<file path="src/rtl/storage_arbiter.sv">
// ---------------------------------------------------------------------------
// storage_arbiter
//
// Shares the single memory port of storage_controller among N_REQ requesters
// (index 0 = instruction fetch, then scalar LSU, vector LSU). One request is
// granted at a time: the winner's command is latched, held on the controller
// port until out_valid or a timeout, and a one-cycle completion pulse carrying
// read data or an error goes back to the winner. New grants are blocked while
// the controller is in programming mode.
//
// Configuration macro:
//   STORAGE_ARB_RR_EN  defined   -> round-robin arbitration (search starts one
//                                   past the last winner)
//                      undefined -> fixed priority, lowest index wins; no
//                                   pointer register is built
//
// Parameters:
//   N_REQ    number of requesters (2..4)
//   TIMEOUT  maximum ACCESS cycles to wait for out_valid (>= 2)
//
// Ports:
//   clk, rst           clock, synchronous active-high reset
//   req_valid/we       per-requester request strobe and write flag
//   req_addr/wdata     32-bit lane per requester (lane i = bits [32i+31:32i])
//   req_be             4-bit byte-enable lane per requester
//   req_ready          one-hot grant, combinational, only while idle
//   rsp_valid          one-hot, one-cycle completion pulse
//   rsp_rdata/rsp_err  completion data / timeout flag, valid with rsp_valid
//   prog_mode          controller programming mode, blocks new grants
//   memory_access,
//   memory_is_writing,
//   addr, d_in, mem_be command to storage_controller, zero outside ACCESS
//   d_out, out_valid   read data / completion from storage_controller
// ---------------------------------------------------------------------------
module storage_arbiter #(
    parameter int N_REQ   = 3,
    parameter int TIMEOUT = 1024
) (
    input  logic                 clk,
    input  logic                 rst,
    input  logic [N_REQ-1:0]     req_valid,
    input  logic [N_REQ-1:0]     req_we,
    input  logic [32*N_REQ-1:0]  req_addr,
    input  logic [32*N_REQ-1:0]  req_wdata,
    input  logic [4*N_REQ-1:0]   req_be,
    output logic [N_REQ-1:0]     req_ready,
    output logic [N_REQ-1:0]     rsp_valid,
    output logic [31:0]          rsp_rdata,
    output logic                 rsp_err,
    input  logic                 prog_mode,
    output logic                 memory_access,
    output logic                 memory_is_writing,
    output logic [31:0]          addr,
    output logic [31:0]          d_in,
    output logic [3:0]           mem_be,
    input  logic [31:0]          d_out,
    input  logic                 out_valid
);

    localparam int IDX_W = (N_REQ > 1) ? $clog2(N_REQ) : 1;
    localparam int CNT_W = $clog2(TIMEOUT);
    localparam logic [CNT_W-1:0] CNT_LAST = CNT_W'(TIMEOUT - 1);

    typedef enum logic [1:0] {
        IDLE   = 2'd0,
        ACCESS = 2'd1,
        RESP   = 2'd2
    } state_t;

    state_t state;
    state_t state_nxt;

    logic [IDX_W-1:0] gnt_idx;
    logic             lat_we;
    logic [31:0]      lat_addr;
    logic [31:0]      lat_wdata;
    logic [3:0]       lat_be;
    logic [CNT_W-1:0] timer;
    logic [31:0]      rsp_rdata_q;
    logic             rsp_err_q;

    logic             any_win;
    logic [IDX_W-1:0] win_idx;
    logic             grant;

    logic             sel_we;
    logic [31:0]      sel_addr;
    logic [31:0]      sel_wdata;
    logic [3:0]       sel_be;

`ifdef STORAGE_ARB_RR_EN
    logic [IDX_W-1:0] rr_ptr;
    int               dist;
    int               best_dist;

    // Round-robin pick: each pending requester's distance from the slot just
    // after the pointer is computed and the nearest one wins, which is the
    // same as scanning pointer+1, pointer+2, ... modulo N_REQ.
    always_comb begin
        any_win   = 1'b0;
        win_idx   = '0;
        dist      = 0;
        best_dist = N_REQ;
        for (int i = 0; i < N_REQ; i++) begin
            dist = (i + N_REQ - 1 - int'(rr_ptr)) % N_REQ;
            if (req_valid[i] && (dist < best_dist)) begin
                best_dist = dist;
                any_win   = 1'b1;
                win_idx   = IDX_W'(i);
            end
        end
    end

    // Pointer remembers the last winner; reset value makes index 0 first.
    always_ff @(posedge clk) begin
        if (rst) begin
            rr_ptr <= IDX_W'(N_REQ - 1);
        end else if (grant) begin
            rr_ptr <= win_idx;
        end
    end
`else
    // Fixed priority: scanning downwards leaves the lowest pending index.
    always_comb begin
        any_win = 1'b0;
        win_idx = '0;
        for (int i = N_REQ - 1; i >= 0; i--) begin
            if (req_valid[i]) begin
                any_win = 1'b1;
                win_idx = IDX_W'(i);
            end
        end
    end
`endif

    assign grant = (state == IDLE) && !prog_mode && any_win;

    // Steer the winner's command lane so it can be latched on the grant edge.
    always_comb begin
        sel_we    = 1'b0;
        sel_addr  = '0;
        sel_wdata = '0;
        sel_be    = '0;
        for (int i = 0; i < N_REQ; i++) begin
            if (win_idx == IDX_W'(i)) begin
                sel_we    = req_we[i];
                sel_addr  = req_addr[32*i +: 32];
                sel_wdata = req_wdata[32*i +: 32];
                sel_be    = req_be[4*i +: 4];
            end
        end
    end

    // The grant is suppressed while rst is high: the edge that would accept
    // it also resets the FSM, so a requester must not believe it was taken.
    always_comb begin
        req_ready = '0;
        for (int i = 0; i < N_REQ; i++) begin
            req_ready[i] = grant && !rst && (win_idx == IDX_W'(i));
        end
    end

    always_ff @(posedge clk) begin
        if (rst) begin
            state <= IDLE;
        end else begin
            state <= state_nxt;
        end
    end

    // out_valid is tested before the timeout so a completion arriving on the
    // last allowed cycle is reported as a normal response.
    always_comb begin
        state_nxt = state;
        case (state)
            IDLE: begin
                if (grant) begin
                    state_nxt = ACCESS;
                end
            end
            ACCESS: begin
                if (out_valid || (timer == CNT_LAST)) begin
                    state_nxt = RESP;
                end
            end
            RESP: begin
                state_nxt = IDLE;
            end
            default: begin
                state_nxt = IDLE;
            end
        endcase
    end

    // Command latch, timeout counter and response capture. Writes complete
    // with zero read data; a timeout completes with zero data and the error.
    always_ff @(posedge clk) begin
        if (rst) begin
            gnt_idx     <= '0;
            lat_we      <= 1'b0;
            lat_addr    <= '0;
            lat_wdata   <= '0;
            lat_be      <= '0;
            timer       <= '0;
            rsp_rdata_q <= '0;
            rsp_err_q   <= 1'b0;
        end else begin
            case (state)
                IDLE: begin
                    if (grant) begin
                        gnt_idx   <= win_idx;
                        lat_we    <= sel_we;
                        lat_addr  <= sel_addr;
                        lat_wdata <= sel_wdata;
                        lat_be    <= sel_be;
                        timer     <= '0;
                    end
                end
                ACCESS: begin
                    timer <= timer + CNT_W'(1);
                    if (out_valid) begin
                        rsp_rdata_q <= lat_we ? 32'h0 : d_out;
                        rsp_err_q   <= 1'b0;
                    end else if (timer == CNT_LAST) begin
                        rsp_rdata_q <= 32'h0;
                        rsp_err_q   <= 1'b1;
                    end
                end
                default: begin
                end
            endcase
        end
    end

    // Controller-side command is only driven during ACCESS and is zero
    // otherwise; the response is only visible during RESP.
    always_comb begin
        memory_access     = (state == ACCESS);
        memory_is_writing = 1'b0;
        addr              = '0;
        d_in              = '0;
        mem_be            = '0;
        rsp_rdata         = '0;
        rsp_err           = 1'b0;
        rsp_valid         = '0;
        if (state == ACCESS) begin
            memory_is_writing = lat_we;
            addr              = lat_addr;
            d_in              = lat_wdata;
            mem_be            = lat_be;
        end
        if (state == RESP) begin
            rsp_rdata = rsp_rdata_q;
            rsp_err   = rsp_err_q;
            for (int i = 0; i < N_REQ; i++) begin
                rsp_valid[i] = (gnt_idx == IDX_W'(i));
            end
        end
    end

endmodule

</file>
<file path="config.mk">
export PLATFORM = sky130hd
export DESIGN_NAME = storage_arbiter
export DESIGN_NICKNAME = d
export VERILOG_FILES = /design/src/rtl/storage_arbiter.sv
export SDC_FILE = /design/constraint.sdc
export NUM_CORES = 1
export LEC_CHECK = 0
export ABC_AREA = 1
export BUFFER_PORTS_ARGS = -buffer_cell sky130_fd_sc_hd__buf_2
export CAP_MARGIN = 20
export CORE_AREA = 2 2 140 142
export CTS_CLUSTER_SIZE = 10
export DETAILED_ROUTE_END_ITERATION = 8
export DIE_AREA = 0 0 142 144
export PLACE_DENSITY_LB_ADDON = 0.3
export SETUP_SLACK_MARGIN = 0.15
export SLEW_MARGIN = 20
export SYNTH_ARGS = -nofsm -noshare
export SYNTH_HDL_FRONTEND = slang
export SYNTH_SLANG_ARGS = --single-unit
</file>
<file path="constraint.sdc">
create_clock -name clk -period 1.4 [get_ports clk]
set_input_delay 0.14 -clock clk [delete_from_list [all_inputs] [get_ports clk]]
set_output_delay 0.14 -clock clk [all_outputs]
set_load 0.005 [all_outputs]
</file>
==> reports/metrics.yaml, run 1 <==
placement:
  port_buffers: 354
  hpwl_um: 16610
  placed_area_sq_mm: 0.008827
  gp_congestion: 0.9270
setup_path:
  path_buf_inv: 4
  reg2reg_from: "timer[0]"
  critPathRequiredTime_ps: 1260
  cp-start-kind: "register"
  slowest_stage: "dfxtp_2"
  max_stage_delay_ps: 360
  worst-setup-path-type: "register to primary output"
  worstSetupEndpointType: "primary output"
  cp_max_fo: 18
  rr_worst_depth: 12
  critPathLaunch: "state[0]"
  rr_endpoint: "timer[8]"
  path_delay_family: "buffers and inverters"
  crit_arrival_ps: 1480
  crit_end: "d_in[16]"
  cp.depth: 6
  reg2reg_slack_ps: -160
  worstPathCellList: "inv_2 > nor2_4 > inv_6 > buf_12 > nor2_1 > buf_2"
die:
  die_h_um: 144
  row_count: 51
  die_area_sq_mm: 0.02045
  die_w_um: 142
  io_pins: 355
  initial_utilization: 0.3451
  core_area_sq_mm: 0.01908
drt:
  drt-initial-drc-count: 396
  drt.antenna.violating_nets: 0
  wl_per_cell_um: 14.15
  drt-pass1-iter-count: 6
  routed_wirelength_um: 24830
  vias: 8221
  viasPerCell: 4.684
  drc: 0
cells_and_area:
  fin_util: 0.5436
  nFillCells: 1924
  finalInstanceArea_sq_mm: 0.01037
  syn_to_final_growth_pct: 57.51
  drive_gt1_frac: 0.3531
  nets: 1749
yosys:
  synth_ff_type: "dfxtp_1"
  yosysSeqAreaShare: 0.3527
  netlist_instances: 1141
  ys_seq_elements: 116
  ys_top_cells_by_count: "319 x nand2_1, 286 x nor2_1, 116 x dfxtp_1"
  synth_edf_count: 0
  ys_async_sr_fraction: 0
  yosys_warnings: 0
  ys_types: 24
  synth.area.top_cells: "dfxtp_1 35%, nand2_1 18%, nor2_1 16%"
  synth_fp_nets: 1388
  yosysTopAreaCell: "dfxtp_1"
  synth.cell_area_sq_mm: 0.006585
  synth_top_area_frac: 0.3527
  syn_avg_cell_area_sq_um: 5.771
  yosysMostFrequentCell: "nand2_1"
sta:
  worst_pin_slew_ps: 280.6
  grt_setup_unrepaired: "yes"
  skew_ps: 17.41
  finalCriticalPeriod_ps: 1618
  final_max_slew_viol_count: 0
  setup_ws_ps: -218.5
  finalSetupViolations: 148
  hold_viol: 0
  finalCritPeriodShare: 1.156
  max_slew_margin: 0.8130
  fmaxAchievable_mhz: 617.9
clock_network:
  cts.htree.levels: 4
  clkLatencyLatePin_ps: 410
  clkTransAtPathRegs_ps: 60
  cts_buffers: 17
  cts.sink_count: 116
  cts_max_path_buffers: 2
  ctsHoldBuffers: 0
  tritoncts: "done"
  root_buffer: "clkbuf_16"
worst_hold_path:
  min_path_type: "input pin to register"
global_routing:
  grt_usage: 0.2261
  grt_pass1_wl_um: 36990
  grt_max_degree: 60
  grt_antenna_before_repair: 2
  overflow: 0
  first_global_vias: 7531
pwr:
  clock_power_share: 0.459
  intPower_mw: 7.822
  vdd_drop_max_mv: 0.7662
  sw_frac_of_total: 0.2656
  power.share.sequential: 0.340
  powerDensity_mw_per_mm2: 1027
  power.switching_mw: 2.828
  leakagePower_nw: 5.294
  pwr-share-comb: 0.202
outcome:
  violations: "negative setup slack"
  status: "finished, violations left"
run:
  maxCapViolations: 0
==> tightest hold or removal path, stage by stage <==
cell and delay (ps):
buf_2 70, nand2_1 40, nand3_1 60, nand2_1 50, o21ai_0 60
==> through the flow <==
| stage | hold WS (ps) | cells | power [mW] | worst slack [ps] | TNS (ps) |
|---|---|---|---|---|---|
| 3_3_place_gp | 444.3 | 1693 | 5.464 | -12.97 | -30.19 |
| 5_1_grt | 50.10 | 1755 | 11.20 | -294.2 | -32480 |
| 4_1_cts | 26.42 | 1746 | 10.65 | -245.2 | -20350 |
| 2_1_floorplan | 209.1 | 1141 | 4.681 | 49.28 | 0 |
| 3_5_place_dp | 450.8 | 1693 | 5.484 | -54.15 | -1834 |
| 6_report | 45.63 | 1755 | 10.65 | -218.5 | -18210 |
==> registers in the layout, summed over array words and instances (netlist names) <==
signal       count
gnt_idx          2
lat_addr        32
lat_be           4
lat_wdata       32
lat_we           1
rsp_err_q        1
rsp_rdata_q     32
state            2
timer           10
==> cell usage in the layout, fill, tap and decap left out, drive strengths merged, types with 2 or more instances in the layout <==
cell type,n
nand3,113
diode,2
clkbuf,26
a21oi,23
o22ai,2
o21ai,77
bufbuf,3
nand2,321
inv,119
buf,409
clkinv,3
nor3,4
nor2,288
bufinv,5
o211ai,2
dfxtp,116
==> kinds of logic after synthesis <==
family / share of synthesized area
AND/OR/NAND/NOR: 0.4393
adder cells (fa/ha/maj): 0.001900
buffers and inverters: 0.1248
AO/OA/AOI/OAI: 0.08132
flip-flops: 0.3527
==> layer usage <==
metal	GRT usage	vias up	part of all wire
li1	-	4223	-
met1	0.2729	3658	0.43
met2	0.3944	289	0.49
met3	0.04371	51	0.055
met4	0.09474	0	0.027
met5	0	-	0
==> what timing repair did <==
| item | CTS | global route |
|---|---|---|
| cloned | 7 | 5 |
| pin swaps | 18 | 6 |
| resized for setup | 60 | 50 |
| endpoints found under the setup margin | 223 | 225 |
| setup buffers | 14 | 2 |
==> layout make-up <==
type	instances	area [sq um]	area share
multi-input combinational	833	3826	0.3689
timing repair buffer	417	2801	0.2701
sequential	116	2332	0.2249
clock buffer	21	470.5	0.04536
inverter	117	444.2	0.04282
tap	238	297.8	0.02871
clock inverter	11	195.2	0.01882
antenna	2	5.005	0.0004825
==> power groups by stage <==
stage	combinational, mW	clock, mW	sequential (mW)
global route	2.40	5.16	3.64
finish	2.15	4.88	3.62
global placement	1.79	0	3.67
CTS	2.02	5.01	3.61
floorplan	1.02	0	3.66
detailed placement	1.80	0	3.68
==> worst min-delay path by stage <==
stage	cells after the start	slack, ps	endpoint	startpoint
after floorplan	1	210	timer[9]	rst
after global placement	2	440	rsp_err_q	rsp_err_q
after detailed placement	2	450	rsp_err_q	rsp_err_q
after CTS	5	30	lat_addr[22]	req_addr[22]
after global routing	5	50	lat_addr[16]	req_addr[16]
final	5	50	lat_wdata[16]	req_wdata[16]
(Power assumes the default switching activity.)
==> inputs of run 2 (changes only) <==
--- a/config.mk
+++ b/config.mk
@@ -15,3 +15,2 @@
 export PLACE_DENSITY_LB_ADDON = 0.3
-export SETUP_SLACK_MARGIN = 0.15
 export SLEW_MARGIN = 20
--- a/constraint.sdc
+++ b/constraint.sdc
@@ -3,2 +3,2 @@
 set_output_delay 0.14 -clock clk [all_outputs]
-set_load 0.005 [all_outputs]
+set_load 0.02 [all_outputs]
==> run 2 against run 1 <==
  * Critical path depth rose by 1
  * Wire length fell by 3.8%
  * Critical endpoint is now d_in[28]
  * Register-to-register slack improved by 70 ps
  * Largest cell class unchanged
  * The run still ends with negative setup slack left
  * First-iteration DRC count rose by 3.3%
  * Sequential share of layout area fell by 0.89 points
==> reports/metrics.yaml, run 2 (same netlist as run 1, synthesis figures left out) <==
outcome:
  status: "finished, violations left"  # unchanged
  violations: "negative setup slack"  # unchanged
drt:
  wl_per_cell_um: 13.57  # was 14.15 um
  drt-pass1-iter-count: 5  # was 6
  drc: 0  # unchanged
  routed_wirelength_um: 23890  # was 24830 um
  drt-initial-drc-count: 409  # was 396
  vias: 8164  # was 8221
  viasPerCell: 4.639  # was 4.684
  drt.antenna.violating_nets: 0  # unchanged
placement:
  hpwl_um: 16540  # was 16610 um
  port_buffers: 354  # unchanged
  placed_area_sq_mm: 0.008823  # was 0.008827 sq mm
  gp_congestion: 0.9151  # was 0.9270
  pre_cts_ws_ps: -61.18  # was -54.15 ps
  numPlacedInstances: 1698  # was 1693
setup_path:
  reg2reg_from: "state[0]"  # was timer[0]
  cp_max_fo: 13  # was 18
  cp-start-kind: "register"  # unchanged
  rr_worst_depth: 11  # was 12
  critPathRequiredTime_ps: 1260  # about the same
  worstSetupEndpointType: "primary output"  # unchanged
  worst-setup-path-type: "register to primary output"  # unchanged
  reg2reg_slack_ps: -90  # was -160 ps
  crit_arrival_ps: 1570  # was 1480 ps
  rr_endpoint: "rsp_rdata_q[25]"  # was timer[8]
cells_and_area:
  syn_to_final_growth_pct: 63.82  # was 57.51%
  finalInstanceArea_sq_mm: 0.01079  # was 0.01037 sq mm
  final_common_cell: "nand2_1"  # was buf_2
  layout_common_cells: "313 x nand2_1, 246 x buf_2, 224 x nor2_1"  # was 352 x buf_2, 310 x nand2_1, 257 x nor2_1
  reg_top3: "lat_addr (32), lat_wdata (32), rsp_rdata_q (32)"  # unchanged
  seq_area_sq_mm: 0.002330  # was 0.002332 sq mm
  fin_util: 0.5654  # was 0.5436
  drive_gt1_frac: 0.3559  # was 0.3531
  instances_no_fill: 1760  # was 1755
  nFillCells: 1862  # was 1924
  nets: 1754  # was 1749
  multi_input_area_sq_mm: 0.003861  # was 0.003826 sq mm
clock_network:
  ctsHoldBuffers: 0  # unchanged
  root_buffer: "clkbuf_16"  # unchanged
  clkTransAtPathRegs_ps: 50  # was 60 ps
  clkLatencyLatePin_ps: 410  # about the same
  cts.htree.levels: 4  # unchanged
  cts_max_path_buffers: 2  # unchanged
  cts.sink_count: 116  # unchanged
  tritoncts: "done"  # unchanged
  cts_buffers: 17  # unchanged
global_routing:
  first_global_vias: 7128  # was 7531
  overflow: 0  # unchanged
  grt_usage: 0.2118  # was 0.2261
  grt_pass1_wl_um: 34480  # was 36990 um
  grt_max_degree: 59  # was 60
  grt_antenna_before_repair: 2  # unchanged
pwr:
  power_mw: 10.49  # was 10.65 mW
  powerDensity_mw_per_mm2: 972.8  # was 1027 mW/mm^2
  vdd_drop_max_mv: 0.8121  # was 0.7662 mV
  leakagePower_nw: 5.282  # was 5.294 nW
sta:
  max_slew_margin: 0.7485  # was 0.8130
  worst_pin_slew_ps: 377.3  # was 280.6 ps
  grt_setup_unrepaired: "yes"  # unchanged
  fmaxAchievable_mhz: 586.3  # was 617.9 MHz
  finalSetupViolations: 196  # was 148
  hold_slack_ps: 40.43  # was 45.63 ps
  finalCritPeriodShare: 1.218  # was 1.156
  tns_ps: -24100  # was -18210 ps
  hold_viol: 0  # unchanged
  finalCriticalPeriod_ps: 1706  # was 1618 ps
  setup_ws_ps: -305.5  # was -218.5 ps
  final_max_slew_viol_count: 0  # unchanged
  skew_ps: 8.887  # was 17.41 ps
run:
  maxCapViolations: 0  # unchanged
die:
  die_h_um: 144  # unchanged
  die_w_um: 142  # unchanged
  die_area_sq_mm: 0.02045  # unchanged
  row_count: 51  # unchanged
  core_area_sq_mm: 0.01908  # unchanged
  io_pins: 355  # unchanged
  initial_utilization: 0.3451  # unchanged
worst_hold_path:
  min_path_cells: 5  # unchanged
  min_path_type: "input pin to register"  # unchanged
  hold_end: "lat_wdata[21]"  # was lat_wdata[16]
  hp-start: "req_wdata[21]"  # was req_wdata[16]
## run 2: worst max path at each step
stage | to | cells after the start | startpoint
final | d_in[28] | 7 | state[0]
after global routing | d_in[28] | 7 | state[0]
after CTS | addr[3] | 7 | state[0]
after detailed placement | rsp_rdata_q[7] | 9 | timer[1]
after global placement | rsp_rdata_q[20] | 9 | timer[1]
after floorplan | req_ready[0] | 5 | state[1]
## run 2: report_power, final
| part | leakage [nW] | internal, mW | total [mW] | switching [mW] |
|---|---|---|---|---|
| combinational | 4.02 | 1.04 | 2.33 | 1.29 |
| sequential | 0.951 | 3.54 | 3.62 | 0.0762 |
| clock | 0.306 | 3.03 | 4.55 | 1.52 |
| total | 5.28 | 7.61 | 10.5 | 2.89 |
## run 2: per-layer routing
metal / wire length, um / global-route usage
met1: 9916 / 0.2462
met3: 1305 / 0.04536
met5: 0 / 0
met2: 12140 / 0.3796
met4: 522 / 0.08421
## run 2: repair_timing
action	CTS	global route
pin swaps	4	7
gates resized for setup	161	140
setup endpoints to repair	143	215
cloned	3	7
setup buffers	13	5
## run 2: critical path, cell delays in order (launching register included)
cell	delay [ps]
dfxtp_2	340
inv_2	60
nor2_4	120
inv_4	70
buf_12	160
clkbuf_16	170
nor2_4	100
buf_6	130
## run 2: area by class of cell
| cell class | instances | share of cell area |
|---|---|---|
| Sequential cell | 116 | 0.2160 |
| Clock buffer | 24 | 0.04651 |
| Clock inverter | 8 | 0.01125 |
| Timing Repair Buffer | 422 | 0.2994 |
| Antenna cell | 2 | 0.0004639 |
| Multi-Input combinational cell | 833 | 0.3579 |
| Tap cell | 238 | 0.02760 |
| Inverter | 117 | 0.04094 |
==> inputs of run 3 (changes only) <==
CAP_MARGIN = unset   (was 20)
CORE_AREA = unset   (was 2 2 140 142)
CORE_MARGIN = 8   (was unset)
CORE_UTILIZATION = 40   (was unset)
DIE_AREA = unset   (was 0 0 142 144)
SKIP_LAST_GASP = 1   (was unset)
==> run 3 against run 2 <==
  * The flow still finishes with violations (negative setup slack)
  * Sequential power barely moved
  * Clock-buffer cell count decreased by 4
  * Combinational power grew 36%
  * Die area grew 1.8%
  * Utilization up 21 points
  * Global-route usage up 3.8 points
  * Critical path type is now register to register
  * Critical endpoint is now rsp_rdata_q[12]
  * Total power rose by 10%
  * Largest power group unchanged
  * Cell count grew 1.6%
  * First-iteration DRC count is 85% higher
==> reports/metrics.yaml, run 3 (same netlist as run 1, synthesis figures left out) <==
outcome:
  status: "finished, violations left"  # unchanged
  violations: "negative setup slack"  # unchanged
sta:
  finalSetupViolations: 224  # was 196
  finalCritPeriodShare: 1.284  # was 1.218
  hold_viol: 0  # unchanged
  fmaxAchievable_mhz: 556.4  # was 586.3 MHz
  skew_ps: 12.09  # was 8.887 ps
  max_slew_margin: 0.7752  # was 0.7485
  worst_pin_slew_ps: 337.2  # was 377.3 ps
  grt_setup_unrepaired: "yes"  # unchanged
  final_max_slew_viol_count: 0  # unchanged
  setup_ws_ps: -397.4  # was -305.5 ps
  finalCriticalPeriod_ps: 1797  # was 1706 ps
placement:
  port_buffers: 354  # unchanged
  hpwl_um: 17920  # was 16540 um
  gp_congestion: 0.9201  # was 0.9151
  placed_area_sq_mm: 0.008823  # unchanged
  pre_cts_ws_ps: -94.17  # was -61.18 ps
drt:
  drt.antenna.violating_nets: 0  # unchanged
  drt-initial-drc-count: 757  # was 409
  drc: 0  # unchanged
  vias: 9489  # was 8164
  wl_per_cell_um: 19.69  # was 13.57 um
  drt-pass1-iter-count: 5  # unchanged
  routed_wirelength_um: 35200  # was 23890 um
  viasPerCell: 5.307  # was 4.639
setup_path:
  worst-setup-path-type: "register to register"  # was register to primary output
  worstSetupEndpointType: "register"  # was primary output
  critPathRequiredTime_ps: 1720  # was 1260 ps
  path_delay_family: "buffers and inverters"  # unchanged
  worstPathCellList: "buf_6 > nor2_4 > buf_6 > buf_6 > buf_6 > buf_12 > buf_12 > buf_16 > nand3_2 > nand2_1 > nor2_1"  # was inv_2 > nor2_4 > inv_4 > buf_12 > clkbuf_16 > nor2_4 > buf_6
  crit_arrival_ps: 2110  # was 1570 ps
  slowest_stage: "dfxtp_4"  # was dfxtp_2
  path_buf_inv: 7  # was 5
  max_stage_delay_ps: 370  # was 340 ps
  path_common_cell: "buf_6"  # was nor2_4
  cp-start-kind: "register"  # unchanged
  cp_max_fo: 7  # was 13
cells_and_area:
  final_common_cell: "nand2_1"  # unchanged
  layout_common_cells: "277 x nand2_1, 245 x buf_2, 159 x nor2_1"  # was 313 x nand2_1, 246 x buf_2, 224 x nor2_1
  nFillCells: 1105  # was 1862
  drive_gt1_frac: 0.4716  # was 0.3559
  reg_top3: "lat_addr (32), lat_wdata (32), rsp_rdata_q (32)"  # unchanged
  fin_util: 0.7733  # was 0.5654
  syn_to_final_growth_pct: 91.98  # was 63.82%
  nets: 1801  # was 1754
  finalInstanceArea_sq_mm: 0.01264  # was 0.01079 sq mm
die:
  initial_utilization: 0.4028  # was 0.3451
  core_area_sq_mm: 0.01635  # was 0.01908 sq mm
  die_h_um: 144.3  # was 144 um
  die_w_um: 144.3  # was 142 um
  die_area_sq_mm: 0.02082  # was 0.02045 sq mm
  row_count: 47  # was 51
  io_pins: 355  # unchanged
worst_hold_path:
  min_path_type: "input pin to register"  # unchanged
clock_network:
  clkTransAtPathRegs_ps: 60  # was 50 ps
  cts_max_path_buffers: 2  # unchanged
  root_buffer: "clkbuf_16"  # unchanged
  clkLatencyLatePin_ps: 430  # was 410 ps
  cts_buffers: 17  # unchanged
  tritoncts: "done"  # unchanged
  cts.htree.levels: 4  # unchanged
  cts.sink_count: 116  # unchanged
pwr:
  vdd_drop_max_mv: 1.021  # was 0.8121 mV
  power_mw: 11.59  # was 10.49 mW
  powerDensity_mw_per_mm2: 916.9  # was 972.8 mW/mm^2
  leakagePower_nw: 5.796  # was 5.282 nW
global_routing:
  grt_max_degree: 57  # was 59
  grt_pass1_wl_um: 40690  # was 34480 um
  overflow: 0  # unchanged
  grt_antenna_before_repair: 2  # unchanged
  first_global_vias: 8077  # was 7128
  grt_usage: 0.2495  # was 0.2118
run:
  maxCapViolations: 0  # unchanged
[run 3: cell types whose count changed in the layout (fill, tap and decap cells not counted), moves of 11 or more]
| cell | change |
|---|---|
| nor2_1 | -65 |
| nand2_2 | +25 |
| nor2_4 | +67 |
| o21ai_2 | +16 |
| nand3_2 | +19 |
| o21ai_1 | +17 |
| buf_16 | +11 |
| nand2_1 | -36 |
| nand3_1 | -23 |
| buf_6 | +18 |
| o21ai_0 | -33 |
| buf_12 | +12 |
[run 3: power by group]
part / total, mW / switching [mW] / internal [mW]
combinational: 3.17 / 1.74 / 1.43
sequential: 3.63 / 0.0933 / 3.54
clock: 4.79 / 1.72 / 3.07
[run 3: final timing paths]
path | depth (start not counted) | slack, ps | start | endpoint
max | 11 | -400 | state[1] | rsp_rdata_q[12]
min | 5 | 20 | req_wdata[17] | lat_wdata[17]
max reg2reg | 11 | -400 | state[1] | rsp_rdata_q[12]
min reg2reg | 2 | 460 | lat_wdata[14] | lat_wdata[14]
[run 3: metrics by stage]
step	TNS (ps)	hold slack (ps)	cells
5_1_grt	-66060	43.91	1788
6_report	-54560	19.68	1788
3_3_place_gp	-491.5	440.0	1683
4_1_cts	-33060	10.48	1753
2_1_floorplan	-29.53	209.1	1141
3_5_place_dp	-1590	444.6	1683
[run 3: per-layer routing]
layer,GRT usage,wire length (um),vias up
li1,-,-,4343
met1,0.2892,12690,4397
met2,0.4317,17320,592
met3,0.06075,3167,155
met4,0.1013,2008,2
met5,0,13,-
[run 3: area by class of cell]
class                           count  area [sq um]  area share
Antenna cell                        1         2.502   0.0001979
Sequential cell                   116          2330      0.1843
Tap cell                          220         275.3     0.02177
Timing Repair Buffer              469          4160      0.3291
Inverter                          117         446.7     0.03533
Clock buffer                       20         456.7     0.03612
Clock inverter                     12         178.9     0.01415
Multi-Input combinational cell    833          4792      0.3791
[run 3: worst reg2reg max path, stage by stage, from the launching register on]
cell and delay, ps:
dfxtp_4 370, buf_6 100, nor2_4 40, buf_6 110, buf_6 120, buf_6 110
buf_12 140, buf_12 140, buf_16 140, nand3_2 80, nand2_1 70, nor2_1 280
[run 3: repair_timing]
action,CTS,global route
resized for setup,182,442
pin swaps,8,53
hold buffers,0,0
setup buffers,23,21
endpoints found under the setup margin,145,224
gates cloned,15,20
